File: src/rtl/cfg_reg_arbiter_pkg.sv
// cfg_reg_arbiter_pkg: op codes and FSM state encodings shared by the config-register arbiter
package cfg_reg_arbiter_pkg;
  typedef enum logic [1:0] {
    OP_READ    = 2'b00,
    OP_WRITE   = 2'b01,
    OP_CLR     = 2'b10,
    OP_CLR_ALL = 2'b11
  } op_e;
  typedef enum logic [1:0] {
    S_IDLE  = 2'b00,
    S_GRANT = 2'b01,
    S_EXEC  = 2'b10,
    S_ACK   = 2'b11
  } state_e;
endpackage

File: src/rtl/cfg_reg_arbiter_rr_arbiter.sv
// rr_arbiter: combinational round-robin pick starting one past the last granted requester
//   i_req       request vector
//   i_last      index of the previously granted requester
//   o_grant     one-hot winner
//   o_grant_idx winner index
//   o_valid     any request present
module rr_arbiter #(
  parameter int N  = 2,
  parameter int IW = $clog2(N)
) (
  input  logic [N-1:0]  i_req,
  input  logic [IW-1:0] i_last,
  output logic [N-1:0]  o_grant,
  output logic [IW-1:0] o_grant_idx,
  output logic          o_valid
);
  int j;
  // Walk the search order backwards so the requester closest after i_last wins.
  always_comb begin
    o_grant_idx = '0;
    o_valid = 1'b0;
    j = 0;
    for (int i = N; i >= 1; i--) begin
      j = (int'(i_last) + i) % N;
      if (i_req[IW'(j)]) begin
        o_grant_idx = IW'(j);
        o_valid = 1'b1;
      end
    end
  end
  assign o_grant = o_valid ? (N'(1) << o_grant_idx) : '0;
endmodule

File: src/rtl/cfg_reg_arbiter.sv
// cfg_reg_arbiter: round-robin shared access to a bank of config registers
//   i_clk, i_arst_n  clock, async active-low reset
//   i_req/i_op/i_addr/i_wdata  per-requester flat request fields
//   o_ack    one-cycle completion pulse to the granted requester
//   o_err    address out of range (valid with o_ack)
//   o_rdata  read data (valid with o_ack)
//   o_busy   FSM not idle
//   o_regs   flat bank contents
module cfg_reg_arbiter
  import cfg_reg_arbiter_pkg::*;
#(
  parameter int NUM_REQ    = 2,
  parameter int NUM_REGS   = 8,
  parameter int ADDR_WIDTH = 3,
  parameter int DATA_WIDTH = 8
) (
  input  logic                           i_clk,
  input  logic                           i_arst_n,
  input  logic [NUM_REQ-1:0]             i_req,
  input  logic [2*NUM_REQ-1:0]           i_op,
  input  logic [ADDR_WIDTH*NUM_REQ-1:0]  i_addr,
  input  logic [DATA_WIDTH*NUM_REQ-1:0]  i_wdata,
  output logic [NUM_REQ-1:0]             o_ack,
  output logic                           o_err,
  output logic [DATA_WIDTH-1:0]          o_rdata,
  output logic                           o_busy,
  output logic [DATA_WIDTH*NUM_REGS-1:0] o_regs
);
  localparam int IW = $clog2(NUM_REQ);
  state_e                 state_q, state_d;
  op_e                    op_q, op_d;
  logic [IW-1:0]          last_q, last_d, g_idx;
  logic [NUM_REQ-1:0]     g_onehot;
  logic                   g_valid, err_q, err_d, oob, exec;
  logic [ADDR_WIDTH-1:0]  addr_q, addr_d;
  logic [DATA_WIDTH-1:0]  wdata_q, wdata_d, rdata_q, rdata_d, rd;
  logic [NUM_REGS-1:0]    wr, clr;
  logic [DATA_WIDTH-1:0]  bank_q [NUM_REGS];
  rr_arbiter #(.N(NUM_REQ), .IW(IW)) u_rr (
    .i_req       (i_req),
    .i_last      (last_q),
    .o_grant     (g_onehot),
    .o_grant_idx (g_idx),
    .o_valid     (g_valid)
  );
  // Extra top bit keeps the compare correct when NUM_REGS == 2**ADDR_WIDTH.
  assign oob  = {1'b0, addr_q} >= (ADDR_WIDTH+1)'(NUM_REGS);
  assign exec = state_q == S_EXEC;
  always_comb begin
    rd = '0;
    for (int k = 0; k < NUM_REGS; k++)
      if (addr_q == ADDR_WIDTH'(k)) rd = bank_q[k];
  end
  always_comb begin
    state_d = state_q == S_IDLE  ? (|i_req ? S_GRANT : S_IDLE) :
              state_q == S_GRANT ? (g_valid ? S_EXEC : S_IDLE) :
              state_q == S_EXEC  ? S_ACK : S_IDLE;
    last_d  = last_q;
    op_d    = op_q;
    addr_d  = addr_q;
    wdata_d = wdata_q;
    err_d   = err_q;
    rdata_d = rdata_q;
    if (state_q == S_GRANT && g_valid) begin
      last_d = g_idx;
      for (int r = 0; r < NUM_REQ; r++)
        if (g_onehot[r]) begin
          op_d    = op_e'(i_op[2*r +: 2]);
          addr_d  = i_addr[ADDR_WIDTH*r +: ADDR_WIDTH];
          wdata_d = i_wdata[DATA_WIDTH*r +: DATA_WIDTH];
        end
    end
    if (exec) begin
      err_d   = op_q != OP_CLR_ALL && oob;
      rdata_d = (op_q == OP_READ && !oob) ? rd : '0;
    end
  end
  always_ff @(posedge i_clk or negedge i_arst_n)
    if (!i_arst_n) begin
      state_q <= S_IDLE;
      last_q  <= IW'(NUM_REQ-1);
      op_q    <= OP_READ;
      addr_q  <= '0;
      wdata_q <= '0;
      err_q   <= 1'b0;
      rdata_q <= '0;
    end else begin
      state_q <= state_d;
      last_q  <= last_d;
      op_q    <= op_d;
      addr_q  <= addr_d;
      wdata_q <= wdata_d;
      err_q   <= err_d;
      rdata_q <= rdata_d;
    end
  for (genvar k = 0; k < NUM_REGS; k++) begin : g_bank
    assign wr[k]  = exec && op_q == OP_WRITE && addr_q == ADDR_WIDTH'(k);
    assign clr[k] = exec && (op_q == OP_CLR_ALL || (op_q == OP_CLR && addr_q == ADDR_WIDTH'(k)));
    always_ff @(posedge i_clk or negedge i_arst_n)
      if (!i_arst_n) bank_q[k] <= '0;
      else if (clr[k]) bank_q[k] <= '0;
      else if (wr[k]) bank_q[k] <= wdata_q;
    assign o_regs[k*DATA_WIDTH +: DATA_WIDTH] = bank_q[k];
  end
  assign o_ack   = state_q == S_ACK ? (NUM_REQ'(1) << last_q) : '0;
  assign o_err   = state_q == S_ACK && err_q;
  assign o_rdata = state_q == S_ACK ? rdata_q : '0;
  assign o_busy  = state_q != S_IDLE;
endmodule

File: config.mk
export PLATFORM = sky130hd
export DESIGN_NAME = cfg_reg_arbiter
export DESIGN_NICKNAME = d
export VERILOG_FILES = /design/src/rtl/cfg_reg_arbiter_pkg.sv /design/src/rtl/cfg_reg_arbiter_rr_arbiter.sv /design/src/rtl/cfg_reg_arbiter.sv
export SDC_FILE = /design/constraint.sdc
export NUM_CORES = 1
export LEC_CHECK = 0
export CELL_PAD_IN_SITES_DETAIL_PLACEMENT = 2
export CELL_PAD_IN_SITES_GLOBAL_PLACEMENT = 2
export CORE_UTILIZATION = 36
export CTS_CLUSTER_DIAMETER = 80
export CTS_CLUSTER_SIZE = 20
export DETAILED_ROUTE_END_ITERATION = 7
export DONT_BUFFER_PORTS = 1
export PLACE_DENSITY_LB_ADDON = 0.1
export SYNTH_ARGS = -nofsm -noshare
export SYNTH_HDL_FRONTEND = slang
export SYNTH_SLANG_ARGS = --single-unit
File: constraint.sdc
create_clock -name i_clk -period 1.64 [get_ports i_clk]
set_input_delay 0.328 -clock i_clk [delete_from_list [all_inputs] [get_ports i_clk]]
set_output_delay 0.328 -clock i_clk [all_outputs]
set_load 0.02 [all_outputs]
==> results of run 1 <==
-- synthesized netlist by cell type (all sizes together) --
master   count  share of area (%)
or2          1               0.14
nor2        76                6.5
nor4         1               0.14
nand2b       3               0.42
a22oi        1               0.17
o21bai       5               0.84
o22a         1               0.20
o21ai       14                1.6
a221o        7                1.6
nand4bb      1               0.62
nand3        9                1.3
a2111oi      1               0.34
mux4         4                2.0
dfrtp       87                 49
a32oi        5               0.98
mux2         7                1.8
xnor2        1               0.20
buf         13                1.9
inv          1              0.084
nand2       26                2.2
or3          1               0.14
o2bb2ai      1               0.20
and4bb       1               0.28
a31oi        2               0.28
nor2b        2               0.28
o31ai        1               0.17
clkbuf      18                1.5
dfstp        1               0.59
and3        14                2.0
a21oi        7               0.79
conb         1              0.084
nor3         4               0.95
o211ai       5               0.84
mux2i       88                 20
nand3b       2               0.34
-- layout make-up --
type	instances	area [µm²]
Sequential cell	88	2207
Fill cell	1225	6412
Timing Repair Buffer	67	704.4
Multi-Input combinational cell	292	2208
Tap cell	168	210.2
Inverter	1	3.754
Clock buffer	13	250.2
Clock inverter	3	65.06
-- stage by stage --
stage | TNS (ns) | instance area, µm² | hold WS [ns] | power, mW
floorplan | 0 | 4457 | 0.03241 | 6.527
global placement | -0.2215 | 5047 | 0.03529 | 8.243
detailed placement | -0.9025 | 5047 | 0.03435 | 8.448
CTS | -0.02150 | 5461 | -0.3471 | 11.01
global route | -0.3004 | 5649 | -0.3480 | 11.92
finish | -0.01326 | 5649 | -0.3366 | 11.36
-- power by group --
group          switching [mW]  total (mW)  internal, mW
Clock                   0.876        2.25          1.38
Sequential               1.79        4.74          2.95
Combinational            2.31        4.36          2.05
-- state kept, by name, summed over array words and instances, names as in the netlist, named ones only --
register  flops
addr_q        3
last_q        1
o_regs       64
op_q          2
rdata_q       8
state_q       1
wdata_q       8
-- critical path, delay by kind of cell, from the launching register on --
family / cells / cell delay, ns
compound gates: 1 / 0.26
buf+inv: 1 / 0.13
flops: 1 / 0.43
mux: 1 / 0.53
simple gates: 1 / 0.19
-- cells by family (layout without fill, tap and decap cells) --
kind of cell / Yosys count / in the layout
flops: 88 / 88
simple gates: 141 / 141
buf+inv: 32 / 84
compound gates: 50 / 50
other cells: 1 / 1
xor+xnor: 1 / 1
mux: 99 / 99
-- metal layers --
metal	part of all wire, %	vias to the layer above	wire length, µm
li1	-	1555	-
met1	43	1903	7038
met2	50	90	8164
met3	5.4	16	885
met4	1.7	0	286
met5	0	-	0
-- timing repair --
item / CTS / global route
setup buffers: 3 / 5
cloned: 1 / 2
resized for setup: 11 / 17
endpoints found under the hold margin: 88 / 88
endpoints found under the setup margin: 40 / 39
pin swaps: 0 / 11
-- final timing paths --
| check | start | end | slack, ns | cells after the start |
|---|---|---|---|---|
| setup / recovery | addr_q[0]$_DFFE_PN0P_ | rdata_q[5]$_DFFE_PN0P_ | -0.01 | 4 |
| hold / removal | i_arst_n | o_regs[0]$_DFFE_PN0P_ | -0.34 | 0 |
| setup reg to reg | addr_q[0]$_DFFE_PN0P_ | rdata_q[5]$_DFFE_PN0P_ | -0.01 | 4 |
| hold reg to reg | rdata_q[2]$_DFFE_PN0P_ | rdata_q[2]$_DFFE_PN0P_ | 0.51 | 2 |
| max in group asynchronous | i_arst_n | last_q$_DFFE_PN1P_ | 1.74 | 0 |
| min in group i_clk | i_wdata[9] | wdata_q[1]$_DFFE_PN0P_ | 0.19 | 2 |
==> flow_summary_export.csv, run 1 <==
group,metric,value,unit
logic_synthesis,seq_area_frac_synth,49.44,%
sta,hold_slack,-0.3366,ns
global_route,grt_use_met3,6.106,%
clock_network,cts-root-buf,"clkbuf_16",
global_route,grt_util_met2,44.54,%
logic_synthesis,synthDistinctLibCells,41,
logic_synthesis,synth_compound_area_share,7.945,%
finish,finish.utilization,46.84,%
route,drt_first_pass_iters,4,
floorplan,start_util,36.95,%
sta,rsz0062_at_grt,"true",
clock_network,clock_path_buffers,2,
worst_setup_path,slowest_delay,0.53,ns
power_and_ir_drop,ir_worst_vdd,0.0006712,V
logic_synthesis,synth_nets,442,
route,drtIter0Drc,132,
worst_hold_path,hold_path_class,"input port to async pin",
clock_network,cts_tree,"done",
route,wl,16380,µm
global_route,busiest_layer,"met2",
sta,maxSlewHeadroom,56.88,%
logic_synthesis,synthMuxAreaShare,23.55,%
logic_synthesis,synth_top_family_by_area,"multiplexers",
clock_network,cts_buffers,9,
finish,most-common-layout-cells,"mux2i_1 (87), dfrtp_1 (84), nor2_1 (73)",
placement,hpwl,11040,µm
worst_setup_path,slowest_stage,"mux4_2",
power_and_ir_drop,powerDensity,2011,mW/mm²
floorplan,pin_count,106,
logic_synthesis,synth_simple_gate_area_share,15.27,%
placement,dp.cells,605,
clock_network,htreeDepth,3,
route,via_per_inst,5.639,
logic_synthesis,synth-seq-cells,88,
logic_synthesis,syn_area_per_cell,10.82,µm²
logic_synthesis,yosys.area_share.xor_xnor,0.1965,%
route,drc,0,
global_route,grt_pass1_wl,24430,µm
sta,timing.fmax,0.6049,GHz
global_route,grt_util_all_layers,26.55,%
worst_setup_path,arrival,1.89,ns
sta,slew_viol_final,0,
logic_synthesis,syn-cell-area,0.004457,mm²
clock_network,clkSlewWorstSetupHoldPaths,0.07,ns
finish,area_growth,26.75,%
floorplan,coreArea,0.01206,mm²
finish,layout-drive-gt1-share,25.43,%
sta,worst_slew_pin_slew,0.6469,ns
floorplan,die_h,113.3,µm
placement,io_buffers,0,
floorplan,die_w,113.3,µm
worst_setup_path,path_max_fanout,5,
finish,nets,489,
global_route,overflow,0,
sta,layout_min_cycle_time,1.653,ns
global_route,grt_pass1_vias,3827,
sta,finalSetupViolations,1,
sta,layout_worst_path_cycle_share,100.8,%
worst_setup_path,startpoint_type,"flip-flop",
worst_setup_path,endpoint_kind,"flip-flop",
logic_synthesis,synth-adder-area-share,0,%
route,ant_nets,0,
sta,finClkSkew,0.006255,ns
logic_synthesis,yosys_warnings,0,
finish,diodes,0,
placement,place.gp.congestion,0.8037,
finish,final_cells,632,
status,violations,"negative hold slack, negative setup slack",
floorplan,rows,40,
route,via_count,3564,
global_route,use_met1,33.49,%
worst_setup_path,required,1.88,ns
status,outcome,"complete, but fails checks",
clock_network,clkLatencyLatePin,0.35,ns
floorplan,die-area,0.01283,mm²
clock_network,clock-sinks,88,
finish,layout_commonest_cell,"mux2i_1",
placement,place_ws,-0.09789,ns
job,cap_violations,0,
sta,hold_violations,88,
worst_setup_path,crit_chain,"buf_12, mux4_2, and3_4, a221o_1",
sta,setup_slack,-0.01326,ns
logic_synthesis,netlist_instances,412,
route,avgRoutedWirePerCell,25.91,µm
worst_setup_path,crit_type,"flip-flop to flip-flop",
global_route,antenna_found_initial,0,
power_and_ir_drop,p_leak,2.862,nW
global_route,grt_max_degree,89,
Power figures use the tool's default switching activity.
==> run 2, diff against run 1 <==
SKIP_CTS_REPAIR_TIMING = 1   (was unset)
clock period = 1.45 ns   (was 1.64 ns; I/O delays follow)
==> run 2 against run 1 <==
  * Final cell count increased by 7.1%
  * Combinational power is 45% higher
  * The run still ends with negative hold slack, negative setup slack left
  * Maximum frequency decreased by 0.84%
  * Sequential share of layout area is 2.4 points lower
  * Clock power grew 16%
==> flow_summary_export.csv, run 2 (synthesis results as in run 1) <==
group,metric,value,unit
finish,layout_commonest_cell,"buf_4",
worst_hold_path,hold_path_class,"input port to async pin",
worst_setup_path,required,1.68,ns
sta,tns,-10.01,ns
finish,layout-drive-gt1-share,33.99,%
finish,area_growth,34.92,%
placement,io_buffers,0,
sta,slew_viol_final,0,
power_and_ir_drop,power_switching,5.703,mW
worst_setup_path,slowest_stage,"mux4_2",
status,violations,"negative hold slack, negative setup slack",
worst_setup_path,arrival,1.90,ns
status,outcome,"complete, but fails checks",
sta,layout_worst_path_cycle_share,115.0,%
global_route,grt_max_degree,89,
clock_network,clkLatencyLatePin,0.35,ns
floorplan,pin_count,106,
floorplan,die_h,113.3,µm
power_and_ir_drop,powerDensity,2224,mW/mm²
sta,layout_min_cycle_time,1.667,ns
sta,hold_slack,-0.3644,ns
finish,nets,534,
sta,rsz0062_at_grt,"true",
floorplan,die_w,113.3,µm
route,wl,16460,µm
power_and_ir_drop,swShare,42.64,%
clock_network,cts_buffers,9,
floorplan,die-area,0.01283,mm²
power_and_ir_drop,clkPwrFrac,19.5,%
clock_network,htreeDepth,3,
finish,finish.utilization,49.85,%
worst_setup_path,path_max_fanout,3,
power_and_ir_drop,p_leak,3.088,nW
global_route,grt_pass1_wl,24380,µm
route,via_per_inst,5.319,
sta,worst_slew_pin_slew,0.6625,ns
worst_setup_path,path_buf_inv,1,
sta,hold_violations,88,
finish,largest_reg_flops,64,
worst_setup_path,startpoint_type,"flip-flop",
clock_network,clkSlewWorstSetupHoldPaths,0.07,ns
finish,diodes,0,
power_and_ir_drop,seq_power_share,33.1,%
route,avgRoutedWirePerCell,24.31,µm
worst_setup_path,endpoint_kind,"flip-flop",
placement,hpwl,11400,µm
worst_setup_path,crit_family,"multiplexers",
power_and_ir_drop,ir_worst_vdd,0.0007431,V
route,drt_first_pass_iters,4,
global_route,grt_pass1_vias,3998,
power_and_ir_drop,comb_power_share,47.4,%
route,via_count,3601,
global_route,antenna_found_initial,0,
finish,most-common-layout-cells,"buf_4 (92), dfrtp_1 (86), mux2i_1 (83)",
route,drc,0,
clock_network,clock-sinks,88,
power_and_ir_drop,internal_power,7.672,mW
global_route,overflow,0,
sta,finalSetupViolations,76,
worst_setup_path,slowest_delay,0.55,ns
route,ant_nets,0,
sta,finClkSkew,0.006760,ns
floorplan,coreArea,0.01206,mm²
placement,place.gp.congestion,0.7871,
clock_network,cts-root-buf,"clkbuf_16",
worst_setup_path,crit_type,"flip-flop to flip-flop",
placement,place_ws,-0.3107,ns
global_route,grt_util_all_layers,26.44,%
finish,final.fill_count,1209,
sta,timing.fmax,0.5998,GHz
worst_setup_path,crit_chain,"buf_6, mux4_2, and3_4, a221o_1",
job,cap_violations,0,
floorplan,rows,40,
sta,maxSlewHeadroom,55.83,%
floorplan,start_util,36.95,%
sta,setup_slack,-0.2173,ns
clock_network,clock_path_buffers,2,
route,drtIter0Drc,129,
clock_network,cts_tree,"done",
run 2: layout make-up:
class	count	area, µm²	area share (%)
multi-input combinational	292	2233	37.14
clock inverter	5	78.83	1.311
tap	168	210.2	3.496
inverter	1	3.754	0.06242
sequential	88	2205	36.66
timing repair buffer	112	1030	17.12
clock buffer	11	252.7	4.203
run 2: metrics by stage:
step | area [µm²] | power, mW | instances
after floorplan | 4497 | 7.467 | 412
after global placement | 5478 | 10.12 | 657
after detailed placement | 5478 | 10.37 | 657
after CTS | 5809 | 13.07 | 673
after global routing | 6013 | 14.01 | 677
final | 6013 | 13.37 | 677
run 2: final timing paths:
path,start,end,slack [ns],cells after the start
setup reg to reg,addr_q[0]$_DFFE_PN0P_,rdata_q[7]$_DFFE_PN0P_,-0.22,4
hold / removal,i_arst_n,o_regs[0]$_DFFE_PN0P_,-0.36,0
setup / recovery,addr_q[0]$_DFFE_PN0P_,rdata_q[7]$_DFFE_PN0P_,-0.22,4
min in group i_clk,i_req[1],state_q[0]$_DFF_PN0_,0.10,2
max in group asynchronous,i_arst_n,last_q$_DFFE_PN1P_,1.61,0
hold reg to reg,rdata_q[4]$_DFFE_PN0P_,rdata_q[4]$_DFFE_PN0P_,0.50,2
run 2: power by group through the flow:
stage	registers, mW	logic (mW)	clock network, mW
final	4.43	6.33	2.61
after global routing	4.53	6.73	2.75
after CTS	4.41	6.01	2.65
after detailed placement	4.44	5.94	0
after global placement	4.40	5.72	0
after floorplan	4.68	2.79	0
run 2: per-layer routing:
| layer | part of all wire (%) | track usage, % | up-vias | wire (µm) |
|---|---|---|---|---|
| li1 | - | - | 1640 | - |
| met1 | 44 | 33.70 | 1848 | 7208 |
| met2 | 49 | 43.89 | 90 | 8025 |
| met3 | 4.9 | 5.678 | 23 | 799 |
| met4 | 2.6 | 10.44 | 0 | 425 |
| met5 | 0 | 0 | - | 0 |
==> run 3, diff against run 2 <==
GPL_TIMING_DRIVEN = 1   (was unset)
==> results of run 3 <==
Final layout, timing and power as in run 2 (identical DEF).
